--- config.mk ---
export PLATFORM = sky130hd
export DESIGN_NAME = dac_sample_buffer_flat
export DESIGN_NICKNAME = d
export VERILOG_FILES = /design/src/rtl/dac_sample_buffer_pkg.sv /design/src/rtl/dac_sample_buffer_if.sv /design/src/rtl/dac_sample_buffer_fifo.sv /design/src/rtl/dac_sample_buffer.sv /design/src/flat_wrapper.sv
export SDC_FILE = /design/constraint.sdc
export NUM_CORES = 1
export LEC_CHECK = 0
export CAP_MARGIN = 5
export CORE_UTILIZATION = 50
export CTS_CLUSTER_SIZE = 28
export DETAILED_ROUTE_END_ITERATION = 10
export PLACE_DENSITY = 0.7
export SYNTH_ARGS = -nofsm -noshare
export SYNTH_HDL_FRONTEND = slang
export SYNTH_SLANG_ARGS = --single-unit
export TNS_END_PERCENT = 5
--- constraint.sdc ---
create_clock -name M100CLK -period 4.6 [get_ports M100CLK]
set_input_delay 1.38 -clock M100CLK [delete_from_list [all_inputs] [get_ports M100CLK]]
set_output_delay 1.38 -clock M100CLK [all_outputs]
set_load 0.05 [all_outputs]
--- src/rtl/dac_sample_buffer_pkg.sv ---
// Shared DAC-path definitions: stream state, midscale constant and round/saturate helper.
package drfm_dac_pkg;

  localparam int MAX_W = 64;

  typedef enum logic {
    PRIME  = 1'b0,
    STREAM = 1'b1
  } dac_state_e;

  // Offset-binary zero: only the MSB of a w-bit word is set.
  function automatic logic [MAX_W-1:0] midscale(input int w);
    return 64'd1 << (w - 1);
  endfunction

  // Adds the rounding bit unless the word is already full scale, so it never wraps to zero.
  function automatic logic [MAX_W-1:0] round_sat(input logic [MAX_W-1:0] top,
                                                 input logic             rnd,
                                                 input int               w);
    logic [MAX_W-1:0] allOnes;
    allOnes = (64'd1 << w) - 64'd1;
    if (!rnd || (top == allOnes)) begin
      return top;
    end
    return top + 64'd1;
  endfunction

endpackage

--- src/rtl/dac_sample_buffer_if.sv ---
// Sample/DAC bus of dac_sample_buffer; master is the upstream driver, slave is the buffer.
interface dac_sample_buffer_if #(
  parameter int IN_W  = 32,
  parameter int DAC_W = 14,
  parameter int DEPTH = 16
);
  localparam int CNT_W = $clog2(DEPTH) + 1;

  logic [IN_W-1:0]  sample_in;
  logic             sample_valid;
  logic             flag_clr;
  logic [DAC_W-1:0] dac_data;
  logic             dac_strobe;
  logic [CNT_W-1:0] fill_level;
  logic             underflow;
  logic             overflow;

  modport master (
    output sample_in, sample_valid, flag_clr,
    input  dac_data, dac_strobe, fill_level, underflow, overflow
  );

  modport slave (
    input  sample_in, sample_valid, flag_clr,
    output dac_data, dac_strobe, fill_level, underflow, overflow
  );

endinterface

--- src/rtl/dac_sample_buffer_fifo.sv ---
// Single-clock FIFO of reduced DAC words; when full, a push is taken only alongside a pop.
module sample_fifo #(
  parameter int WIDTH = 14,
  parameter int DEPTH = 16
) (
  input  logic                   clk_i,
  input  logic                   rst_ni,
  input  logic                   push_i,
  input  logic                   pop_i,
  input  logic [WIDTH-1:0]       wdata_i,
  output logic [WIDTH-1:0]       rdata_o,
  output logic                   full_o,
  output logic                   empty_o,
  output logic [$clog2(DEPTH):0] count_o
);
  localparam int PTR_W = $clog2(DEPTH);
  localparam int CNT_W = PTR_W + 1;
  localparam logic [CNT_W-1:0] FULL_COUNT = CNT_W'(DEPTH);

  logic [WIDTH-1:0] mem_q [DEPTH];
  logic [PTR_W-1:0] wrPtr_q, wrPtr_d;
  logic [PTR_W-1:0] rdPtr_q, rdPtr_d;
  logic [CNT_W-1:0] count_q, count_d;
  logic             doPush;
  logic             doPop;

  assign empty_o = (count_q == '0);
  assign full_o  = (count_q == FULL_COUNT);
  assign doPop   = pop_i && !empty_o;
  assign doPush  = push_i && (!full_o || doPop);

  always_comb begin
    wrPtr_d = wrPtr_q;
    rdPtr_d = rdPtr_q;
    count_d = count_q;
    if (doPush) begin
      wrPtr_d = wrPtr_q + 1'b1;
    end
    if (doPop) begin
      rdPtr_d = rdPtr_q + 1'b1;
    end
    if (doPush && !doPop) begin
      count_d = count_q + 1'b1;
    end else if (doPop && !doPush) begin
      count_d = count_q - 1'b1;
    end
  end

  always_ff @(posedge clk_i) begin
    if (!rst_ni) begin
      wrPtr_q <= '0;
      rdPtr_q <= '0;
      count_q <= '0;
    end else begin
      wrPtr_q <= wrPtr_d;
      rdPtr_q <= rdPtr_d;
      count_q <= count_d;
    end
  end

  // Storage needs no reset: the pointers and count define what is valid.
  always_ff @(posedge clk_i) begin
    if (doPush) begin
      mem_q[wrPtr_q] <= wdata_i;
    end
  end

  assign rdata_o = mem_q[rdPtr_q];
  assign count_o = count_q;

endmodule

--- src/rtl/dac_sample_buffer.sv ---
// Reduces offset-binary samples to DAC width, buffers them and paces them to the DAC.
// Define DAC_ROUND_EN for round-half-up with saturation; otherwise plain truncation.
module dac_sample_buffer
  import drfm_dac_pkg::*;
#(
  parameter int IN_W     = 32,
  parameter int DAC_W    = 14,
  parameter int DEPTH    = 16,
  parameter int RATE_DIV = 2
) (
  input  logic               M100CLK,
  input  logic               reset_n,
  dac_sample_buffer_if.slave bus
);
  localparam int CNT_W = $clog2(DEPTH) + 1;
  localparam int RC_W  = (RATE_DIV > 1) ? $clog2(RATE_DIV) : 1;
  localparam logic [DAC_W-1:0] MIDSCALE    = DAC_W'(midscale(DAC_W));
  localparam logic [RC_W-1:0]  RATE_LAST   = RC_W'(RATE_DIV - 1);
  localparam logic [CNT_W-1:0] PRIME_LEVEL = CNT_W'(DEPTH / 2);

  dac_state_e       state_q;
  logic [RC_W-1:0]  rateCnt_q;
  logic [DAC_W-1:0] dacData_q;
  logic             dacStrobe_q;
  logic             underflow_q, underflow_d;
  logic             overflow_q, overflow_d;

  logic [DAC_W-1:0] reducedWord;
  logic [DAC_W-1:0] fifoHead;
  logic             fifoFull;
  logic             fifoEmpty;
  logic [CNT_W-1:0] fifoCount;
  logic             tick;
  logic             popReq;
  logic             underflowSet;
  logic             overflowSet;
  logic             unusedLowBits;

  assign unusedLowBits = ^bus.sample_in[IN_W-DAC_W-1:0];

`ifdef DAC_ROUND_EN
  assign reducedWord = DAC_W'(round_sat(MAX_W'(bus.sample_in[IN_W-1 -: DAC_W]),
                                        bus.sample_in[IN_W-DAC_W-1], DAC_W));
`else
  assign reducedWord = bus.sample_in[IN_W-1 -: DAC_W];
`endif

  sample_fifo #(
    .WIDTH (DAC_W),
    .DEPTH (DEPTH)
  ) u_fifo (
    .clk_i   (M100CLK),
    .rst_ni  (reset_n),
    .push_i  (bus.sample_valid),
    .pop_i   (popReq),
    .wdata_i (reducedWord),
    .rdata_o (fifoHead),
    .full_o  (fifoFull),
    .empty_o (fifoEmpty),
    .count_o (fifoCount)
  );

  assign tick         = (state_q == STREAM) && (rateCnt_q == RATE_LAST);
  assign popReq       = tick && !fifoEmpty;
  assign underflowSet = tick && fifoEmpty;
  // A full FIFO still takes the write when the same cycle pops the head.
  assign overflowSet  = bus.sample_valid && fifoFull && !popReq;

  always_comb begin
    underflow_d = underflow_q;
    overflow_d  = overflow_q;
    if (bus.flag_clr) begin
      underflow_d = 1'b0;
      overflow_d  = 1'b0;
    end
    if (underflowSet) begin
      underflow_d = 1'b1;
    end
    if (overflowSet) begin
      overflow_d = 1'b1;
    end
  end

  always_ff @(posedge M100CLK) begin
    if (!reset_n) begin
      state_q     <= PRIME;
      rateCnt_q   <= '0;
      dacData_q   <= MIDSCALE;
      dacStrobe_q <= 1'b0;
      underflow_q <= 1'b0;
      overflow_q  <= 1'b0;
    end else begin
      dacStrobe_q <= 1'b0;
      underflow_q <= underflow_d;
      overflow_q  <= overflow_d;
      case (state_q)
        PRIME: begin
          if (fifoCount >= PRIME_LEVEL) begin
            state_q   <= STREAM;
            rateCnt_q <= '0;
          end
        end
        STREAM: begin
          rateCnt_q <= tick ? '0 : rateCnt_q + 1'b1;
          if (tick) begin
            dacStrobe_q <= 1'b1;
            // Running dry parks the DAC at midscale and re-primes before streaming again.
            if (fifoEmpty) begin
              dacData_q <= MIDSCALE;
              state_q   <= PRIME;
            end else begin
              dacData_q <= fifoHead;
            end
          end
        end
        default: state_q <= PRIME;
      endcase
    end
  end

  assign bus.dac_data   = dacData_q;
  assign bus.dac_strobe = dacStrobe_q;
  assign bus.fill_level = fifoCount;
  assign bus.underflow  = underflow_q;
  assign bus.overflow   = overflow_q;

endmodule
--- src/flat_wrapper.sv ---
// flat-port wrapper written by rule: the top's interface ports become plain ports
module dac_sample_buffer_flat import drfm_dac_pkg::*;
#(
  parameter int IN_W     = 32,
  parameter int DAC_W    = 14,
  parameter int DEPTH    = 16,
  parameter int RATE_DIV = 2
)
  (M100CLK, reset_n, bus_sample_in, bus_sample_valid, bus_flag_clr, bus_dac_data, bus_dac_strobe, bus_fill_level, bus_underflow, bus_overflow);
  dac_sample_buffer_if #(.IN_W(IN_W), .DAC_W(DAC_W), .DEPTH(DEPTH)) bus_i ();
  input  logic M100CLK;
  input  logic reset_n;
  input wire logic [$bits(bus_i.sample_in)-1:0] bus_sample_in;
  input wire logic [$bits(bus_i.sample_valid)-1:0] bus_sample_valid;
  input wire logic [$bits(bus_i.flag_clr)-1:0] bus_flag_clr;
  output wire logic [$bits(bus_i.dac_data)-1:0] bus_dac_data;
  output wire logic [$bits(bus_i.dac_strobe)-1:0] bus_dac_strobe;
  output wire logic [$bits(bus_i.fill_level)-1:0] bus_fill_level;
  output wire logic [$bits(bus_i.underflow)-1:0] bus_underflow;
  output wire logic [$bits(bus_i.overflow)-1:0] bus_overflow;
  assign bus_i.sample_in = bus_sample_in;
  assign bus_i.sample_valid = bus_sample_valid;
  assign bus_i.flag_clr = bus_flag_clr;
  assign bus_dac_data = bus_i.dac_data;
  assign bus_dac_strobe = bus_i.dac_strobe;
  assign bus_fill_level = bus_i.fill_level;
  assign bus_underflow = bus_i.underflow;
  assign bus_overflow = bus_i.overflow;
  dac_sample_buffer #(.IN_W(IN_W), .DAC_W(DAC_W), .DEPTH(DEPTH), .RATE_DIV(RATE_DIV)) u_core (.M100CLK(M100CLK), .reset_n(reset_n), .bus(bus_i));
endmodule
==> key figures <==
Outcome
  • Status: finished clean

Route
  • TritonRoute pass-1 iters: 5
  • Post-DRT Antenna Nets: 0
  • Vias per inst: 5.650
  • Drt wl/cell: 22.35 µm
  • Total number of vias: 4,927
  • Final wirelength: 19,490 µm
  • Residual DRC count: 0
  • Initial DRC count: 446

Clock network
  • CTS resizes: 0
  • Sink Count: 260
  • Clock slew at reported path FFs: 0.06 ns
  • CTS tree: built
  • Root Driver: clkbuf_16
  • Num CTS Buffers: 26
  • Setup Buffers After CTS: 0
  • H-tree depth: 1
  • Clock Latency Late Sink: 0.51 ns
  • # hold bufs at CTS: 0
  • Max clock buf depth: 3

Critical path
  • Crit path capture type: flop
  • R2r startpoint: u_core.u_fifo.count_o[0]$_SDFFE_PN0P_
  • Critical path peak fanout: 9
  • WP data arrival: 3.86 ns
  • R2R cell count: 9
  • Critical path depth: 10
  • Crit Path Class: in2reg
  • CP max stage delay: 0.49 ns
  • Worst EP required: 5.05 ns
  • Crit-path cells: clkdlybuf4s50_1 -> inv_1 -> a31oi_2 -> ha_1 -> inv_1 -> ha_1 -> a21o_1 -> a21oi_1 -> mux2i_1 -> mux2i_1
  • Crit path launch: bus_sample_valid
  • CP max-delay cell: clkdlybuf4s50_1
  • Buf/Inv on CP: 3
  • Startpoint Class: input pin
  • Cell family with most CP delay: compound AO/OA/AOI/OAI gates

STA
  • Setup TNS: 0 ns
  • Clock skew: 0.005490 ns
  • Slew Limit Fails: 0
  • RSZ-0062 raised after global routing: false
  • Worst slew margin: 35.76%
  • Minimum clock period: 3.413 ns
  • Max Freq: 293.0 MHz
  • PnR worst setup slack: 1.187 ns
  • Fin. Hold Viols: 0
  • # setup viols final: 0
  • Least-Margin Pin Slew: 0.9636 ns
  • WHS: 0.4919 ns
  • Tcrit/Tclk final: 74.20%

Floorplanning
  • IO Count: 58
  • Die Span Y: 143.8 µm
  • Die ar.: 20,670 µm²
  • Die width: 143.8 µm
  • Starting Density: 51.31%
  • Core Area: 19,590 µm²
  • Site Rows: 51

Global routing
  • First-pass GRT wire length: 29,980 µm
  • Initial antenna violation count: 0
  • Residual overflow from global routing: 0
  • Total Routing Usage GR: 20.09%
  • Largest net degree at the start of global routing: 47
  • Vias in the first global route: 5,111

Logic synthesis
  • Ys async rst share: 0%
  • Mapped Nets: 564
  • Top FF cell, synth: edfxtp_1
  • Distinct cells, synth: 39
  • Post-Syn Instances: 518
  • Leading area contributor after synthesis: edfxtp_1
  • Avg Cell Area, Syn: 19.40 µm²
  • Mapped Area: 10,050 µm²
  • Seq/Total Area, Yosys: 74.09%
  • Post-synth EDFFs: 224
  • Syn. warnings: 0
  • Synth top area cells: edfxtp_1, mux4_2, dfxtp_1
  • FF+latch count, synth: 260
  • Synth top area share: 66.92%

Cells and area
  • Post-Route Utilization: 59.81%
  • Ant diodes: 0
  • Fill cells: 1,441
  • Share of cells above drive strength 1: 22.73%
  • Non-filler instance count after layout: 872
  • Fin area: 11,720 µm²
  • Synthesis-to-layout area growth: 16.57%
  • Layout Nets: 633

Worst hold path
  • Hold path startpoint: u_core.bus.dac_data[2]$_SDFFE_PN0P_
  • Hold Crit Class: reg2reg
  • Hold Path Stages: 1

Placement
  • DP Worst Slack: 0.6545 ns
  • RD Place Congestion: 0.8153
  • Port Buffer Count: 39
  • DP Area: 10,860 µm²
  • Post-DP HPWL: 12,030 µm
  • Placed cells: 824

Pwr
  • Pwr Total: 5.476 mW
  • Pleak: 3.769 nW
  • Worst vdd ir: 0.3230 mV
  • Power Dens Cells: 467.4 nW/µm²

Run
  • MaxCap Viol Count: 0
## layout make-up
| cell class | count | area, µm² | share of cell area, % |
|---|---|---|---|
| clock buffers | 42 | 802.0 | 6.845 |
| clock inverters | 6 | 56.30 | 0.4806 |
| inverters | 10 | 37.54 | 0.3204 |
| multi-input cells | 224 | 2451 | 20.92 |
| flip-flops and latches | 260 | 7452 | 63.61 |
| well taps | 265 | 331.6 | 2.830 |
| repair buffers | 65 | 585.6 | 4.998 |
## cells in the final DEF, fill, tap and decap left out, types with 19 or more instances in the layout
| master | instances |
|---|---|
| edfxtp_1 | 224 |
| mux4_2 | 54 |
| clkdlybuf4s50_1 | 39 |
| dfxtp_1 | 34 |
| nor2_1 | 29 |
| clkbuf_16 | 27 |
| buf_4 | 26 |
| nand2_1 | 20 |
| mux2i_1 | 19 |
## cell usage after synthesis, types with 8 or more instances
library cell and n:
a221o_1 12, and2_1 12, clkbuf_1 11, dfxtp_1 36
edfxtp_1 224, ha_1 9, inv_1 10, mux2_2 12
mux2i_1 19, mux4_2 54, nand2_1 20, nor2_1 29
nor2b_1 8
## flip-flops by register name (all words and copies together) (netlist names), 4 cells and up, named ones only
signal,flops
u_core.u_fifo.rdPtr_q,4
u_core.u_fifo.mem_q,224
u_core.u_fifo.wrPtr_q,4
u_core.u_fifo.count_o,5
u_core.bus.dac_data,14
## kinds of logic (layout without fill, tap and decap cells)
group / count (synthesis) / count (layout) / share of synthesized area (%)
buf+inv: 34 / 123 / 1.718
flops: 260 / 260 / 74.09
compound gates: 35 / 35 / 2.677
simple gates: 85 / 85 / 4.071
fa+ha+maj: 10 / 10 / 1.320
xor+xnor: 9 / 9 / 0.7842
mux: 85 / 85 / 15.34
## power breakdown
part | internal (mW) | switching [mW]
clock | 1.24 | 0.825
combinational | 0.286 | 0.367
sequential | 2.67 | 0.0864
## final timing paths
path | slack (ns) | endpoint
worst max-delay path | 1.19 | u_core.u_fifo.count_o[4]$_SDFFE_PN0P_
worst min-delay path | 0.49 | u_core.bus.dac_data[2]$_SDFFE_PN0P_
worst max register to register | 1.93 | u_core.u_fifo.count_o[4]$_SDFFE_PN0P_
worst min register to register | 0.49 | u_core.bus.dac_data[2]$_SDFFE_PN0P_
## routing by layer
metal	vias up	track usage [%]	part of all wire (%)
li1	2202	-	-
met1	2539	27.76	43
met2	161	33.75	49
met3	25	3.032	5.7
met4	0	4.815	1.6
met5	-	0	0
Note: power is estimated with default switching activity, not from simulation.
